[src/rtl/sram_responder.sv]
// sram_responder: 16 x 8-bit memory slave with a registered read port,
// a sticky fault state for illegal commands and a saturating access counter.
module sram_responder #(
   parameter int DATA_W = 8,
   parameter int ADDR_W = 4,
   parameter int CNT_W  = 8
) (
   input  logic              Clk,
   input  logic              Rst,
   input  logic              CE,
   input  logic              OE,
   input  logic              RW,
   input  logic [ADDR_W-1:0] Addr,
   input  logic [DATA_W-1:0] Din,
   output logic [DATA_W-1:0] Dout,
   output logic              Dout_en,
   output logic              Err,
   output logic [CNT_W-1:0]  Acc_cnt
);

   localparam int DEPTH = 1 << ADDR_W;

   typedef enum logic [1:0] {
      ST_IDLE  = 2'd0,
      ST_READ  = 2'd1,
      ST_WRITE = 2'd2,
      ST_FAULT = 2'd3
   } state_t;

   state_t              state_q, state_d;
   logic [DATA_W-1:0]   mem_q [DEPTH];
   logic [DATA_W-1:0]   mem_d [DEPTH];
   logic [DATA_W-1:0]   dout_q, dout_d;
   logic                dout_en_q, dout_en_d;
   logic                err_q, err_d;
   logic [CNT_W-1:0]    cnt_q, cnt_d;

   logic cmd_read, cmd_peek, cmd_write, cmd_illegal;

   // Counter stops at all-ones instead of wrapping.
   function automatic logic [CNT_W-1:0] sat_inc(input logic [CNT_W-1:0] v);
      if (v == {CNT_W{1'b1}})
         return v;
      return v + CNT_W'(1);
   endfunction

   // Command decode from the active-low strobes; CE high is always idle.
   always_comb begin
      cmd_read    = !CE &&  RW && !OE;
      cmd_peek    = !CE &&  RW &&  OE;
      cmd_write   = !CE && !RW &&  OE;
      cmd_illegal = !CE && !RW && !OE;
   end

   // Next-state, memory update, output data and counter for the coming edge.
   always_comb begin
      state_d   = state_q;
      mem_d     = mem_q;
      dout_d    = dout_q;
      dout_en_d = 1'b0;
      err_d     = err_q;
      cnt_d     = cnt_q;
      if (state_q != ST_FAULT) begin
         if (cmd_read) begin
            state_d   = ST_READ;
            dout_d    = mem_q[Addr];
            dout_en_d = 1'b1;
            cnt_d     = sat_inc(cnt_q);
         end else if (cmd_write) begin
            state_d     = ST_WRITE;
            mem_d[Addr] = Din;
            cnt_d       = sat_inc(cnt_q);
         end else if (cmd_illegal) begin
            // Fault is sticky; only reset brings the block back.
            state_d = ST_FAULT;
            err_d   = 1'b1;
         end else begin
            // Idle and peek both leave Dout holding its last value.
            state_d = ST_IDLE;
         end
      end
   end

   // All state, including the memory array, clears on reset.
   always_ff @(posedge Clk) begin
      if (Rst) begin
         state_q   <= ST_IDLE;
         for (int i = 0; i < DEPTH; i++)
            mem_q[i] <= '0;
         dout_q    <= '0;
         dout_en_q <= 1'b0;
         err_q     <= 1'b0;
         cnt_q     <= '0;
      end else begin
         state_q   <= state_d;
         mem_q     <= mem_d;
         dout_q    <= dout_d;
         dout_en_q <= dout_en_d;
         err_q     <= err_d;
         cnt_q     <= cnt_d;
      end
   end

   assign Dout    = dout_q;
   assign Dout_en = dout_en_q;
   assign Err     = err_q;
   assign Acc_cnt = cnt_q;

endmodule

[config.mk]
export PLATFORM = sky130hd
export DESIGN_NAME = sram_responder
export DESIGN_NICKNAME = d
export VERILOG_FILES = /design/src/rtl/sram_responder.sv
export SDC_FILE = /design/constraint.sdc
export NUM_CORES = 1
export LEC_CHECK = 0
export ABC_AREA = 0
export CAP_MARGIN = 30
export CORE_MARGIN = 2
export CORE_UTILIZATION = 35
export CTS_BUF_LIST = sky130_fd_sc_hd__clkbuf_4 sky130_fd_sc_hd__clkbuf_8
export CTS_CLUSTER_DIAMETER = 60
export DETAILED_ROUTE_END_ITERATION = 10
export GPL_TIMING_DRIVEN = 0
export SLEW_MARGIN = 20
export SYNTH_ARGS = -nofsm -noshare
export SYNTH_HDL_FRONTEND = slang
export SYNTH_SLANG_ARGS = --single-unit
[constraint.sdc]
create_clock -name Clk -period 4.2 [get_ports Clk]
set_input_delay 0.84 -clock Clk [delete_from_list [all_inputs] [get_ports Clk]]
set_output_delay 0.84 -clock Clk [all_outputs]
set_load 0.01 [all_outputs]
# Word level (Yosys, flattened, before mapping)
# Cells that the tools add are included.
word_totals:
  inputBits: 17
  elab_cells: 66
  regBits: 148
  output_inout_bits: 18
classes:
  bitwise: 4
  muxes: 21
  n_eq_ne: 2
  magnitude_cmp: 2
  add_sub_neg: 1
  reduce_logical: 15
ops:
  columns: ["op", "count"]
  rows:
  - ["$bwmux W128", 1]
  - ["$mux W8", 8]
  - ["$bmux W8 S4", 1]
  - ["$demux W8 S4", 1]
  - ["$add A8 B1 Y8 const B", 1]
  - ["$eq A8 B8 Y1 const B", 1]
  - ["$mux W1", 7]
  - ["$logic_and A1 B1 Y1", 6]
  - ["$mux W2", 3]
  - ["$ge A5 B5 Y1 const B", 1]
  - ["$lt A5 B1 Y1 const B", 1]
  - ["$not A4 Y5", 1]
  - ["$reduce_and A2 Y1", 2]
  - ["$reduce_and A4 Y1", 1]
  - ["$logic_not A1 Y1", 3]
  - ["$not A1 Y1", 3]
  - ["$reduce_and A3 Y1", 1]
  - ["$ne A2 B2 Y1 const B", 1]
  - ["$reduce_bool A2 Y1", 1]
  - ["$reduce_or A2 Y1", 1]

# Depth between registers and ports, before layout
logic_depth:
  depth_word: 9
  mapped_depth: 7
  mapped_depth_nobuf: 5

# Worst setup path before layout
# Ideal clock, no wire load.
synth_path:
  path_type: "input port to flip-flop"
  startpoint: "in Addr[3]"
  endpoint: "reg mem_q[100] in the netlist's numbering"
  setup_time_ns: 0.128
  t_required_ns: 4.072
  setup_slack_ns: 2.026
  path_stages: 6
  arrival_ns: 2.047
  n_path_buf: 2
  path_cell_list: "buf_4 -> buf_4 -> nor3b_2 -> nand4_2 -> mux2i_1 -> nor2_1"
synth_between:
  elab_chain_len: 6
  word_cells_on_any_way: 7
  classes_between: "order compare (2); mux (3); bitwise (1); reduce/logical (1)"
synth_lines:
  columns: ["item", "line_no", "text"]
  rows:
  - ["start: declaration", "13", "input logic [ADDR_W-1:0] Addr,"]
  - ["$not A4 Y5 (implied by the code) *", "71", "mem_d[Addr] = Din;"]
  - ["$ge A5 B5 Y1 (implied by the code) / $lt A5 B1 Y1 (equally long branches)", "71", null]
  - ["$logic_and A1 B1 Y1 (implied by the code)", "71", null]
  - ["$mux W8 (implied by the code)", "71", null]
  - ["$demux W8 S4 *", "71", null]
  - ["$bwmux W128 *", "71", null]
  - ["end signal: assignment", "96", "mem_q <= mem_d;"]
  - ["end: declaration", "31", "logic [DATA_W-1:0] mem_q [DEPTH];"]
# Mark *: on every way between the ends. The rest lies on a longest branch, timed or not.
# A chain may end at the register's enable or synchronous reset.

# Worst setup path in the final report
layout_path:
  startpoint: "in Addr[3]"
  endpoint: "reg dout_q[0], in the netlist Dout[0]"
layout_between:
  elab_chain_len: 4
layout_lines:
  columns: ["item", "line_no", "text"]
  rows:
  - ["$not A4 Y5 (implied by the code)", "66", "dout_d = mem_q[Addr];"]
  - ["$bmux W8 S4", "66", null]
  - ["$mux W8 (implied by the code) (2 in a row)", "66", null]
  - ["end signal: assignment", "97", "dout_q <= dout_d;"]
  - ["end: declaration", "33", "logic [DATA_W-1:0] dout_q, dout_d;"]
# No other way between the ends. The select of a mux whose other input is x is not followed.

==> flow_summary_export.csv <==
group,metric,value,unit
outcome,status,"finished, final reports clean",
routing,drt_iter0_drc,266,
routing,wire_per_inst,18.61,µm
clock_network,clockBufferDepth,2,
setup_path,cp.arrival,3.00,ns
yosys,synth_edf_count,0,
min_path,min_to,"Err$_SDFFE_PP0P_",
clock_network,htree_levels,4,
clock_network,cts_buffers,17,
floorplanning,ios,35,
setup_path,ff2ff_setup_slack,2.17,ns
timing,fin_crit_sh,63.03,%
global_route,antenna_found_initial,0,
timing,report.final.hold_viol_count,0,
timing,fin_setup_tns,0,ns
global_route,grt_usage,18.47,%
yosys,yosys_warnings,0,
setup_path,crit-reg2reg-launch,"state_q[1]$_SDFFE_PP0N_",
place,pre_cts_slack,1.112,ns
yosys,yosys.area.top_type,"dfxtp_1",
clock_network,clock_latency,0.45,ns
floorplanning,initial_core_util,35.81,%
final_layout,antenna_cells,0,
routing,drtAntennaViolNets,0,
routing,drt_pass1_iterations,5,
setup_path,start_kind,"primary input",
floorplanning,die-height,142.8,µm
yosys,synthFlopType,"dfxtp_1",
pwr,irDropWorstVdd,0.2858,mV
yosys,synth_area_per_cell,10.67,µm²
setup_path,worst-path-max-fanout,10,
routing,routed_wl,17.73,mm
yosys,ys_async_sr_fraction,0,%
setup_path,worst-setup-path-type,"primary input to register",
final_layout,nets,700,
yosys,synth.cell_area,6744,µm²
min_path,worstHoldPathCells,2,
timing,hold_slack,0.4805,ns
pwr,p_leak,3.901,nW
timing,clock_skew,0.01008,ns
min_path,hp-start,"Err$_SDFFE_PP0P_",
global_route,grt_max_degree,17,
setup_path,critPathBufInv,3,
yosys,synth.most_common_cell,"mux2i_1",
yosys,ys_types,44,
place,dp_hpwl,12.97,mm
clock_network,post_cts_buffers,0,
timing,min_period,2.647,ns
timing,final_max_slew_viol_count,0,
place,io_buffers,31,
timing,worstMarginPinSlew,0.7388,ns
yosys,ys_seq_area_share,43.93,%
pwr,power_density,343.0,nW/µm²
setup_path,cp_top_family,"buffers and inverters",
clock_network,clk_pin_slew_worst_paths,0.08,ns
final_layout,final_util,41.05,%
clock_network,clock-sinks,148,
floorplanning,fp.coreArea,18830,µm²
timing,slew_headroom,50.75,%
yosys,synth_common_cells,"mux2i_1 (162), nor2_1 (154), dfxtp_1 (148), clkbuf_1 (28), mux4_2 (16)",
floorplanning,fp.dieArea,20390,µm²
final_layout,area_delta_synth_final,14.62,%
clock_network,clk_root_buffer_cell,"clkbuf_8",
routing,drc,0,
final_layout,drive_above_1_share,13.28,%
clock_network,post_cts_resized,0,
setup_path,worst_ep_required_time,4.56,ns
routing,vias_per_cell,5.132,
flow_run,drv_cap,0,
yosys,synth_top_area_share,43.93,%
yosys,yosys_register_bits,148,
timing,fin_ws,1.553,ns
timing,rsz0062_at_grt,"no",
clock_network,cts.hold.buffers_added,0,
final_layout,instances_no_fill,953,
min_path,hold_class,"register to register",
setup_path,reg2reg_to,"mem_q[52]$_SDFFE_PP0P_",
yosys,synth_nets,650,
setup_path,cpPeakStageDelay,0.55,ns
global_route,grt_overflow,0,
setup_path,crit_chain,"clkdlybuf4s50_1 -> buf_4 -> buf_4 -> nand3b_1 -> o22ai_1 -> nor2_1 -> a311oi_1",
floorplanning,die_w,142.8,µm
global_route,grt_pass1_vias,5043,
floorplanning,row_count,50,
timing,max_clock_freq,0.3778,GHz
global_route,grt_first_pass_wirelength,28.39,mm
setup_path,crit_slowest_cell,"clkdlybuf4s50_1",
place,dp_cells,923,
clock_network,cts_tree,"done",
routing,vias,4891,
place,gp_congestion,0.8238,
setup_path,end_kind,"register",
timing,setup_violations,0,
setup_path,worst-r2r-cell-count,4,
yosys,netlist_instances,632,
setup_path,crit_top_cell,"buf_4",
yosys,synthTopCellsByArea,"dfxtp_1 (44%), mux2i_1 (24%), nor2_1 (8.6%)",
## flip-flops by register name, summed over array words and instances, names as in the netlist
| name | count |
|---|---|
| mem_q | 128 |
| Acc_cnt | 8 |
| Dout | 8 |
| state_q | 2 |
| Dout_en | 1 |
| Err | 1 |
## layer usage
metal | global-route usage, % | share of wire [%] | up-vias
li1 | - | - | 2345
met3 | 4.427 | 3.4 | 12
met2 | 30.14 | 48 | 80
met5 | 0 | 0 | -
met1 | 24.56 | 47 | 2454
met4 | 4.950 | 1.0 | 0
## cell type report
class	instances	area [µm²]
inverters	2	7.507
well taps	260	325.3
plain buffers	51	300.3
clock inverters	9	80.08
flip-flops and latches	148	2963
multi-input cells	431	3473
clock buffers	21	270.3
repair buffers	31	310.3
fillers	1816	11100
## how the worst max path moves through the flow
stage,start,slack (ns),to,depth (start not counted)
after floorplan,Addr[3],2.03,mem_q[100]$_SDFFE_PP0P_,6
after detailed placement,Addr[3],1.11,mem_q[98]$_SDFFE_PP0P_,7
after global routing,Addr[3],1.43,Dout[0]$_SDFFE_PP0P_,7
final,Addr[3],1.55,Dout[0]$_SDFFE_PP0P_,7
after global placement,Addr[3],1.15,Dout[0]$_SDFFE_PP0P_,7
after CTS,Addr[3],1.60,mem_q[98]$_SDFFE_PP0P_,7
## per-stage QoR
| step | cell area, µm² | power [mW] |
|---|---|---|
| after floorplan | 6744 | 1.583 |
| after global placement | 7380 | 1.666 |
| after detailed placement | 7380 | 1.670 |
| after CTS | 7730 | 2.678 |
| after global routing | 7730 | 2.766 |
| final | 7730 | 2.651 |
## worst register-to-register path: stages, from the launching register on
cell	delay, ns
dfxtp_1	0.37
a211oi_4	0.60
nand4_2	0.55
mux2i_1	0.33
nor2_1	0.06
## kinds of logic (layout without fill, tap and decap cells)
| kind of cell | after synthesis | after routing | share of synthesized area [%] |
|---|---|---|---|
| buffers and inverters | 53 | 114 | 4.564 |
| adder cells (fa/ha/maj) | 1 | 1 | 0.1855 |
| AO/OA/AOI/OAI | 48 | 48 | 5.139 |
| XOR/XNOR | 4 | 4 | 0.5196 |
| flip-flops | 148 | 148 | 43.93 |
| multiplexers | 178 | 178 | 29.39 |
| AND/OR/NAND/NOR | 200 | 200 | 16.27 |
## cell usage in the layout (no fill, tap or decap), types with 2 or more instances in the layout
cell type / count
o211ai_1: 2
clkdlybuf4s50_1: 31
a311oi_1: 8
o31ai_1: 2
and3b_1: 3
mux4_2: 16
nand3_1: 4
buf_6: 9
nor3b_2: 3
xor2_1: 3
nand2_1: 3
nor2b_1: 2
clkbuf_8: 18
a21oi_1: 7
o21ai_0: 2
a22oi_1: 7
or4_1: 2
nand4b_4: 8
nand3b_1: 4
mux2i_1: 162
inv_1: 2
nor2_1: 154
buf_4: 4
dfxtp_1: 148
nand4_2: 7
inv_6: 2
and3_1: 3
clkinv_2: 5
clkbuf_1: 28
o22ai_1: 14
buf_2: 8
clkbuf_4: 3
## report_power, final
group / leakage, nW / internal, mW / switching, mW
registers: 1.19 / 1.41 / 0.00941
logic: 2.52 / 0.0763 / 0.137
clock network: 0.186 / 0.494 / 0.520
Power figures use the tool's default switching activity.
